===== config.mk =====
export PLATFORM = sky130hd
export DESIGN_NAME = ram_n
export DESIGN_NICKNAME = d
export VERILOG_FILES = /design/src/rtl/hack_pkg.sv /design/src/rtl/ram_clear_fsm.sv /design/src/rtl/ram_n.sv
export SDC_FILE = /design/constraint.sdc
export NUM_CORES = 1
export LEC_CHECK = 0
export BUFFER_PORTS_ARGS = -buffer_cell sky130_fd_sc_hd__buf_4
export CAP_MARGIN = 5
export CELL_PAD_IN_SITES_DETAIL_PLACEMENT = 0
export CELL_PAD_IN_SITES_GLOBAL_PLACEMENT = 1
export CORE_UTILIZATION = 40
export CTS_BUF_LIST = sky130_fd_sc_hd__clkbuf_4
export DETAILED_ROUTE_END_ITERATION = 16
export GPL_ROUTABILITY_DRIVEN = 0
export PLACE_DENSITY_LB_ADDON = 0.1
export SLEW_MARGIN = 20
export SYNTH_ARGS = -nofsm -noshare
export SYNTH_HDL_FRONTEND = slang
export SYNTH_SLANG_ARGS = --single-unit

===== constraint.sdc =====
create_clock -name clk -period 5.2 [get_ports clk]
set_input_delay 1.56 -clock clk [delete_from_list [all_inputs] [get_ports clk]]
set_output_delay 1.56 -clock clk [all_outputs]
set_load 0.02 [all_outputs]

===== src/rtl/hack_pkg.sv =====
// Shared definitions for the Hack memory blocks.
package hack_pkg;

    // Default Hack data word width.
    localparam int HACK_WORD_W = 16;

    // Clear sequencer states: CLEAR sweeps the array to zero, IDLE serves user traffic.
    typedef enum logic [0:0] {
        CLEAR = 1'b0,
        IDLE  = 1'b1
    } ram_state_t;

endpackage


===== src/rtl/ram_clear_fsm.sv =====
// Clear sequencer for ram_n: owns state, sweep pointer and busy, and steers the
// array write port between the sweep path and the user path.
//
// Handshake: there is no valid/ready pair. load and clear are single-cycle
// requests sampled at posedge while busy=0; while busy=1 every request is
// dropped and the sweep is never restarted except by reset.
module ram_clear_fsm
    import hack_pkg::*;
#(
    parameter int WIDTH  = HACK_WORD_W,
    parameter int ADDR_W = 3
) (
    input  logic              clk,
    input  logic              reset,
    input  logic              load,
    input  logic [ADDR_W-1:0] address,
    input  logic [WIDTH-1:0]  in,
    input  logic              clear,
    output logic              we,
    output logic [ADDR_W-1:0] waddr,
    output logic [WIDTH-1:0]  wdata,
    output logic              busy,
    output ram_state_t        state
);

    // Last word of the sweep; the pointer wraps to zero naturally after it.
    localparam logic [ADDR_W-1:0] PTR_LAST = '1;

    logic [ADDR_W-1:0] ptr;

    // Sequencer state and sweep pointer; reset (re)starts a full sweep from word 0.
    always_ff @(posedge clk or posedge reset) begin
        if (reset) begin
            state <= CLEAR;
            ptr   <= '0;
        end else begin
            case (state)
                CLEAR: begin
                    ptr <= ptr + ADDR_W'(1);
                    if (ptr == PTR_LAST) begin
                        state <= IDLE;
                    end
                end
                IDLE: begin
                    if (clear) begin
                        state <= CLEAR;
                        ptr   <= '0;
                    end
                end
                default: begin
                    state <= CLEAR;
                    ptr   <= '0;
                end
            endcase
        end
    end

    // Write-port mux: the sweep owns the array while busy, the user otherwise.
    always_comb begin
        busy  = 1'b0;
        we    = load;
        waddr = address;
        wdata = in;
        if (state == CLEAR) begin
            busy  = 1'b1;
            we    = 1'b1;
            waddr = ptr;
            wdata = '0;
        end
    end

endmodule


===== src/rtl/ram_n.sv =====
// Parametrised word-addressed Hack RAM (WIDTH x 2**ADDR_W) with a self-clearing
// sequencer that zeroes the array after reset or on a clear request.
// Optional build macro RAM_READ_REG_EN: registered read (1-cycle latency,
// read-before-write); otherwise the read is combinational.
module ram_n
    import hack_pkg::*;
#(
    parameter int WIDTH  = HACK_WORD_W,
    parameter int ADDR_W = 3
) (
    input  logic              clk,
    input  logic              reset,
    input  logic              load,
    input  logic [ADDR_W-1:0] address,
    input  logic [WIDTH-1:0]  in,
    input  logic              clear,
    output logic [WIDTH-1:0]  out,
    output logic              busy
);

    localparam int DEPTH = 2 ** ADDR_W;

    logic [WIDTH-1:0]  mem [DEPTH];
    logic              we;
    logic [ADDR_W-1:0] waddr;
    logic [WIDTH-1:0]  wdata;
    ram_state_t        fsm_state;

    ram_clear_fsm #(
        .WIDTH  (WIDTH),
        .ADDR_W (ADDR_W)
    ) u_clear_fsm (
        .clk     (clk),
        .reset   (reset),
        .load    (load),
        .address (address),
        .in      (in),
        .clear   (clear),
        .we      (we),
        .waddr   (waddr),
        .wdata   (wdata),
        .busy    (busy),
        .state   (fsm_state)
    );

    // Storage array; contents are deliberately not reset, the sweep zeroes them.
    always_ff @(posedge clk) begin
        if (we) begin
            mem[waddr] <= wdata;
        end
    end

`ifdef RAM_READ_REG_EN
    // Registered read: samples the old word on a same-edge write, and is forced
    // to zero on any edge that enters or stays in the sweep.
    always_ff @(posedge clk or posedge reset) begin
        if (reset) begin
            out <= '0;
        end else if (fsm_state == IDLE && !clear) begin
            out <= mem[address];
        end else begin
            out <= '0;
        end
    end
`else
    // Combinational read with zero latency; masked to zero while sweeping.
    always_comb begin
        out = '0;
        if (fsm_state == IDLE) begin
            out = mem[address];
        end
    end
`endif

endmodule

# Word-level counts from Yosys, hierarchy flattened

Memory sizes are Yosys's and may differ from the RTL's.
Cells that the tools add are included.

Add/sub/neg operators: 1
Equality and inequality tests: 2
Multiplexer cells: 12
Bitwise operators: 1

Operators with widths:

| cell                                        | count |
|---|---|
| 2-to-1 mux 16 bit                           | 2 |
| 2-to-1 mux 1 bit                            | 6 |
| 2-to-1 mux 3 bit                            | 2 |
| one-hot mux 3 bit (2 select lines)          | 1 |
| adder 3 x 1 -> 3 bit, second input constant | 1 |
| equality test 3 bit, second input constant  | 1 |
| != test 2 bit, second input constant        | 1 |
| one-hot mux 1 bit (2 select lines)          | 1 |
| inverter 1 bit                              | 1 |

Flip-flop bits (word level): 4
Memory bits (writable): 128
Output and inout bits: 17
Word-level logic and storage cells: 19
Memories: 1

Memories:

| name | depth | width | read ports | clocked after memory_dff | wr ports | RTL line    | RTL |
|---|---|---|---|---|---|---|---|
| mem  | 8     | 16    | 1          | 0                        | 1        | ram_n.sv:23 | `logic [WIDTH-1:0] mem [DEPTH];` |

# Longest topological paths before layout

Gate-level depths: netlist of run 1.

Depth after elaboration: 3
Mapped depth: 5
Depth with buffers taken out: 4

# Cells and area by module

A second synthesis of run 1 with hierarchy kept.

Cell total of the unflattened synthesis: 287
Area, all modules: 5449.0 µm²

Modules (own cells, without submodules):

| module        | times used | cells each | area each (µm²) | seq. area each (µm²) |
|---|---|---|---|---|
| ram_n         | 1          | 251        | 5104.9          | 3843.7 |
| ram_clear_fsm | 1          | 36         | 344.1           | 100.1 |

# Worst setup path before layout of run 1

Ideal clock, no wire load.

Path kind: input to output
From: input port address[0]
To: output port out[10]
Arrival time: 2.606 ns
Required time: 3.640 ns
Slack: 1.034 ns
Cell stages on the path: 5
Path buffers: 2
Cells stage by stage: buf_2 -> nand2_1 -> buf_2 -> o22ai_1 -> nor3_1

Longest elaborated chain between the ends: 2

Ends and longest elaborated chain:

| what                | RTL line    | RTL |
|---|---|---|
| start: declaration  | ram_n.sv:14 | `input logic [ADDR_W-1:0] address,` |
| memory (8 x 16 bit) | n/a         |  |
| 2-to-1 mux 16 bit   | ram_n.sv:69 | `if (fsm_state == IDLE) begin` |
| end: declaration    | ram_n.sv:17 | `output logic [WIDTH-1:0] out,` |

Every way passes these cells.

# Final worst setup path of run 1

From: input port address[2]
To: output port out[0]

The elaborated chain is that of the path after synthesis.

==> summary.txt, run 1 <==
H-tree levels -> 4
worst rel slew slack -> 34.6%
setup TNS -> 0 ns
RSZ-0062 raised after global routing -> no
CP top delay family -> buffers and inverters
synth cell count leaders -> edfxtp_1 (128), nor3_1 (17)
die height -> 117 microns
Vias/cell -> 5.17
count leader, synth -> edfxtp_1
first-pass detailed-route iteration total -> 4
Layout Skew -> 0.0106 ns
Fmax -> 215 MHz
TritonCTS clock tree -> built
Die Wd -> 117 microns
Post-synth EDFFs -> 128
core area -> 12,800 sq um
Top Ports -> 40
CTS sink count -> 132
row count -> 41
# port buffers -> 39
initial core utilization -> 41.4%
syn nets -> 325
area leader, netlist -> edfxtp_1
crit-path cells -> buf_4 > mux4_2 > o22ai_1 > nor3_1 > buf_4
status -> completed
Synth Area in Simple Gates -> 7.12%
Hold Fails Final Rpt -> 0
CTS clk-pin slew, worst paths -> 0.11 ns
grt ovf -> 0
ys flop type -> edfxtp_1
maximum vdd ir drop -> 0.269 mV
FFs w/ async S/R, synth -> 3.03%
pre-CTS setup slack -> 0.517 ns
final wirelength -> 11.0 mm
Pwr per Cell Area -> 543 nW/um^2
Worst Path Required -> 3.64 ns
mapped cell area -> 5290 sq um
cells after synthesis -> 300
largest net degree at the start of global routing -> 64
final setup margin -> 0.558 ns
Worst path slowest cell -> buf_4
Post-DP HPWL -> 6.32 mm
maximum clock insertion buffer count -> 2
wire per inst -> 20.5 microns
hold path cells -> 1
Worst path max stage delay -> 0.59 ns
Die ar. -> 13,700 sq um
fin nets -> 377
post-synthesis mux area share -> 10.3%
Crit path top cell by count -> buf_4
GRT Total Usage -> 18.1%
type of the worst setup path -> input pin to primary output
LEAKAGE -> 2.11 nW
Avg Cell Area, Syn -> 17.6 sq um
crit-path max FO -> 63
fillers -> 1,111
antenna violations before repair -> 0
setup slack, reg-to-reg -> 2.41 ns
startpoint types -> input pin
Worst-Skew Late Latency -> 0.54 ns
diode count -> 0
MaxCap Viol Count -> 0
Hold Crit Class -> register to register
Antenna Nets Post-Route -> 0
flops & latches, synth -> 132
fraction of layout cells with a size suffix above 1 -> 31.0%
sequential area share after synthesis -> 74.5%
critical path depth -> 5
min Tclk post-route -> 4.64 ns
Num CTS Buffers -> 17
vias in the first global route -> 2,754
post-synth cell types -> 28
post-layout util -> 48.2%
via count -> 2,777
Min Hold Slack -> 0.596 ns
final setup vio count -> 0
first-pass GRT wire length -> 16.5 mm
period utilization -> 89.3%
clock root buffer -> clkbuf_4
nature of the critical path endpoint -> primary output
main combinational cell family by area after synthesis -> multiplexers
Worst Path Arrival -> 3.08 ns
Final Slew Violations -> 0
Post-Synth Adder-Cell Area -> 0.473%
synthesis-to-layout area growth -> 16.4%
Hold Buf Count CTS -> 0
Reg2Reg Depth -> 4
DRC Markers -> 0
synth warn -> 0
buffers plus inverters on the worst setup path -> 2
Worst Max-Slew Pin Slew -> 0.979 ns
post_cts resized -> 0
Synth area leaders -> edfxtp_1 (73%), mux4_2 (6.4%), mux2_2 (3.4%)
Iter 0 DRT Violations -> 165
XOR/XNOR Fraction of Synth Area -> 0%
compound-gate portion of the synthesized area -> 5.41%
Synth top area share -> 72.6%
setup bufs post-CTS -> 0
==> worst paths after layout <==
kind	start	endpoint
setup reg to reg	u_clear_fsm.state	mem[3][7]
hold / removal	u_clear_fsm.ptr[0]	u_clear_fsm.ptr[0]
hold reg to reg	u_clear_fsm.ptr[0]	u_clear_fsm.ptr[0]
max in group asynchronous	reset	u_clear_fsm.ptr[0]
setup / recovery	address[2]	out[0]
min in group asynchronous	reset	u_clear_fsm.ptr[1]
==> logic make-up (layout without fill, tap and decap cells) <==
logic type | Yosys count | count (layout)
AO/OA/AOI/OAI | 42 | 42
AND/OR/NAND/NOR | 69 | 69
flip-flops | 132 | 132
multiplexers | 32 | 32
adder cells (fa/ha/maj) | 2 | 2
buffers and inverters | 23 | 88
==> metal layers <==
| metal | up-vias | wire length [microns] | share of wire (%) | global-route usage (%) |
|---|---|---|---|---|
| met1 | 1378 | 4850 | 44 | 23.1 |
| met2 | 71 | 5440 | 49 | 29.7 |
| li1 | 1311 | - | - | - |
| met3 | 17 | 499 | 4.5 | 4.33 |
| met4 | 0 | 204 | 1.9 | 7.59 |
| met5 | - | 0 | 0 | 0 |
==> layout make-up <==
cell class	count	area, sq um	area share [%]
Sequential cell	132	3940	64.0
Clock inverter	15	236	3.84
Multi-Input combinational cell	145	1230	20.0
Inverter	4	15.0	0.244
Clock buffer	17	128	2.07
Tap cell	172	215	3.49
Timing Repair Buffer	52	390	6.34
==> flip-flops by register name, summed over array words and instances (netlist names) <==
register	cells
u_clear_fsm.ptr	3
u_clear_fsm.state	1
mem	128
==> placed cells by master (no fill, tap or decap), drive strengths merged <==
| cell type | instances |
|---|---|
| a211oi | 16 |
| a21oi | 2 |
| a31oi | 3 |
| and2 | 16 |
| and3 | 2 |
| and3b | 1 |
| buf | 52 |
| bufinv | 6 |
| clkbuf | 17 |
| clkinv | 8 |
| clkinvlp | 1 |
| dfrtp | 4 |
| edfxtp | 128 |
| ha | 2 |
| inv | 4 |
| mux2 | 16 |
| mux4 | 16 |
| nand2 | 5 |
| nand2b | 1 |
| nand3b | 1 |
| nor2 | 10 |
| nor2b | 16 |
| nor3 | 17 |
| o21ai | 2 |
| o22ai | 16 |
| o2bb2ai | 2 |
| o32a | 1 |
==> through the flow <==
stage	power (W)	std cells	cell area (sq um)
after floorplan	0.00219	300	5290
after global placement	0.00253	505	5800
after detailed placement	0.00256	505	5800
after CTS	0.00340	537	6160
after global routing	0.00351	537	6160
final	0.00334	537	6160
==> power breakdown <==
group	leakage [nW]	switching, W	internal (W)
Sequential	1.26	0.0000739	0.00160
Clock	0.190	0.000368	0.000474
Combinational	0.663	0.000543	0.000280
==> worst reg2reg max path, cell delays in order, from the launching register on <==
cell	delay, ns
dfrtp_1	0.39
inv_1	0.71
a21oi_1	0.30
nor2_1	0.72
buf_4	0.37
Note: power is estimated with default switching activity, not from simulation.
==> run 2: changes to the inputs <==
Settings changed: SYNTH_HIERARCHICAL from default to 1.
==> run 2 against run 1 <==
Net effect:
- hold slack worse by 0.043 ns
- clock power down 23%
- fmax up 0.16%
- combinational power up 19%
- critical path depth unchanged
- highest routed layer unchanged
==> summary.txt, run 2 <==
Pwr per Cell Area -> 548 nW/um^2 (was 543 nW/um^2)
vias in the first global route -> 2,823 (was 2,754)
startpoint types -> input pin (unchanged)
Worst path slowest cell -> nand2b_2 (was buf_4)
CTS clk-pin slew, worst paths -> 0.09 ns (was 0.11 ns)
antenna violations before repair -> 1 (was 0)
maximum vdd ir drop -> 0.192 mV (was 0.269 mV)
top flop regs -> mem: 128 flops, u_clear_fsm/ptr: 3 flops, u_clear_fsm/state: 1 flops (was mem: 128 flops, u_clear_fsm.ptr: 3 flops, u_clear_fsm.state: 1 flops)
clock root buffer -> clkbuf_4 (unchanged)
most frequent cells in the layout -> edfxtp_1 (128), buf_4 (56), clkbuf_4 (24), inv_1 (18), mux2_2 (18) (was edfxtp_1 (128), buf_4 (52), nor3_1 (17), clkbuf_4 (17))
FFs w/ async S/R, synth -> 3.03% (unchanged)
met2 Usage GRT -> 25.4% (was 29.7%)
CP top delay family -> buffers and inverters (unchanged)
core area -> 13,200 sq um (was 12,800 sq um)
Die ar. -> 14,100 sq um (was 13,700 sq um)
setup TNS -> 0 ns (unchanged)
setup bufs post-CTS -> 0 (unchanged)
Final Slew Violations -> 0 (unchanged)
die height -> 119 microns (was 117 microns)
Fmax -> 216 MHz (was 215 MHz)
worst rel slew slack -> 46.8% (was 34.6%)
Worst Path Arrival -> 3.07 ns (was 3.08 ns)
nature of the critical path endpoint -> primary output (unchanged)
synth cell count leaders -> edfxtp_1 (128), inv_1 (18), mux2_2 (18) (was edfxtp_1 (128), nor3_1 (17))
Post-DP HPWL -> 6.48 mm (was 6.32 mm)
LEAKAGE -> 2.27 nW (was 2.11 nW)
Antenna Nets Post-Route -> 0 (unchanged)
TritonCTS clock tree -> built (unchanged)
sequential area share after synthesis -> 72.4% (was 74.5%)
row count -> 42 (was 41)
final wirelength -> 10.6 mm (was 11.0 mm)
post_cts resized -> 0 (unchanged)
max reg flops -> 128 (unchanged)
synth warn -> 6 (was 0)
largest net degree at the start of global routing -> 34 (was 64)
Iter 0 DRT Violations -> 179 (was 165)
Hold Buf Count CTS -> 0 (unchanged)
synthesis-to-layout area growth -> 14.2% (was 16.4%)
RSZ-0062 raised after global routing -> no (unchanged)
Worst R2R Start -> u_clear_fsm/state (was u_clear_fsm.state)
Layout Skew -> 0.00899 ns (was 0.0106 ns)
hold path cells -> 1 (unchanged)
cells after synthesis -> 287 (was 300)
non-filler instance count after layout -> 538 (was 537)
initial core utilization -> 41.1% (was 41.4%)
grt met1 use -> 21.8% (was 23.1%)
via count -> 2,705 (was 2,777)
buffers plus inverters on the worst setup path -> 2 (unchanged)
Num CTS Buffers -> 17 (unchanged)
Worst path max stage delay -> 0.45 ns (was 0.59 ns)
Die Wd -> 119 microns (was 117 microns)
Top Ports -> 40 (unchanged)
first-pass detailed-route iteration total -> 4 (unchanged)
crit-path cells -> buf_4 > nand2b_2 > o21ai_0 > a221oi_1 > buf_4 (was buf_4 > mux4_2 > o22ai_1 > nor3_1 > buf_4)
placed cell count -> 505 (unchanged)
Critical Path End -> out[2] (was out[0])
fin nets -> 373 (was 377)
status -> completed (unchanged)
Post-DP Area -> 5960 sq um (was 5800 sq um)
ys flop type -> edfxtp_1 (unchanged)
count leader, synth -> edfxtp_1 (unchanged)
period utilization -> 89.1% (was 89.3%)
R2R Path End -> mem[0][14] (was mem[3][7])
wire per inst -> 19.6 microns (was 20.5 microns)
H-tree levels -> 4 (unchanged)
Worst Path Required -> 3.64 ns (about the same)
MaxCap Viol Count -> 0 (unchanged)
Worst Max-Slew Pin Slew -> 0.794 ns (was 0.979 ns)
setup slack, reg-to-reg -> 2.63 ns (was 2.41 ns)
# port buffers -> 39 (unchanged)
post-synth cell types -> 30 (was 28)
Vias/cell -> 5.03 (was 5.17)
grt ovf -> 0 (unchanged)
Final Cell Area -> 6220 sq um (was 6160 sq um)
min Tclk post-route -> 4.63 ns (was 4.64 ns)
mapped cell area -> 5450 sq um (was 5290 sq um)
CTS sink count -> 132 (unchanged)
Reg2Reg Depth -> 4 (unchanged)
type of the worst setup path -> input pin to primary output (unchanged)
Synth area leaders -> edfxtp_1 (71%), mux4_2 (4.1%), mux2_2 (3.7%) (was edfxtp_1 (73%), mux4_2 (6.4%), mux2_2 (3.4%))
first-pass GRT wire length -> 16.4 mm (was 16.5 mm)
area leader, netlist -> edfxtp_1 (unchanged)
GR Util met3 -> 4.49% (was 4.33%)
Post-synth EDFFs -> 128 (unchanged)
Crit path top cell by count -> buf_4 (unchanged)
commonest non-fill, non-tap cell in the layout -> edfxtp_1 (unchanged)
critical path depth -> 5 (unchanged)
Synth top area share -> 70.5% (was 72.6%)
final setup vio count -> 0 (unchanged)
GRT Total Usage -> 16.5% (was 18.1%)
Worst-Skew Late Latency -> 0.52 ns (was 0.54 ns)
Top reg by flops -> mem (unchanged)
flops & latches, synth -> 132 (unchanged)
final setup margin -> 0.566 ns (was 0.558 ns)
Hold Crit Class -> register to register (unchanged)
fraction of layout cells with a size suffix above 1 -> 34.9% (was 31.0%)
Avg Cell Area, Syn -> 19.0 sq um (was 17.6 sq um)
syn nets -> 312 (was 325)
DRC Markers -> 0 (unchanged)
Min Hold Slack -> 0.553 ns (was 0.596 ns)
global route hottest layer -> met2 (unchanged)
crit path from -> address[0] (was address[2])
maximum clock insertion buffer count -> 2 (unchanged)
crit-path max FO -> 19 (was 63)
pre-CTS setup slack -> 0.566 ns (was 0.517 ns)
Hold Fails Final Rpt -> 0 (unchanged)
run 2: cell types whose count changed after synthesis, sizes merged, moves of 14 or more:
cell    delta
o22ai     -16
o21ai     +14
a221oi    +16
nor3      -15
a211oi    -16
inv       +14
mux2i     +16
nor2b     -16
run 2: layout make-up:
class	count	area [sq um]
fill	1154	7020
clock buffer	24	180
timing repair buffer	56	420
multi-input combinational	123	1300
clock inverter	8	83.8
sequential	132	3940
tap	176	220
antenna	1	2.50
inverter	18	67.6
run 2: power breakdown:
group	leakage, nW	switching [W]	internal [W]
Sequential	1.26	0.0000999	0.00168
Clock	0.150	0.000332	0.000315
Combinational	0.867	0.000612	0.000365
Total	2.27	0.00104	0.00236
run 2: how the worst min path moves through the flow:
stage	startpoint	endpoint	slack, ns
global route	u_clear_fsm/ptr[2]	u_clear_fsm/ptr[2]	0.57
CTS	u_clear_fsm/ptr[2]	u_clear_fsm/ptr[2]	0.56
floorplan	u_clear_fsm/ptr[2]	u_clear_fsm/ptr[2]	0.49
global placement	u_clear_fsm/ptr[2]	u_clear_fsm/ptr[2]	0.52
detailed placement	u_clear_fsm/ptr[2]	u_clear_fsm/ptr[2]	0.53
finish	u_clear_fsm/ptr[2]	u_clear_fsm/ptr[2]	0.55
run 2: worst reg2reg max path: cells and delay by family (launching register included):
kind | cells | cell delay (ns)
DFF | 1 | 0.76
muxes | 1 | 0.36
and+or+nand+nor | 2 | 0.82
buffers and inverters | 1 | 0.34
run 2: stage by stage:
stage / power [W] / util [%]
floorplan: 0.00240 / -
global placement: 0.00281 / 45.0
detailed placement: 0.00283 / 45.0
CTS: 0.00347 / 47.0
global route: 0.00361 / 47.0
finish: 0.00341 / 47.0
run 2: logic make-up (layout without fill, tap and decap cells):
group | count (synthesis) | after routing | synth area share [%]
buffers and inverters | 32 | 106 | 3.88
AO/OA/AOI/OAI | 35 | 35 | 5.53
multiplexers | 52 | 52 | 14.2
other | 0 | 1 | 0
AND/OR/NAND/NOR | 34 | 34 | 3.51
flip-flops | 132 | 132 | 72.4
adder cells (fa/ha/maj) | 2 | 2 | 0.459
run 2: routing by layer:
layer	part of all wire (%)	up-vias	wire, microns
met4	1.7	0	176
li1	-	1263	-
met5	0	-	0
met3	4.1	15	432
met2	48	67	5060
met1	46	1360	4890
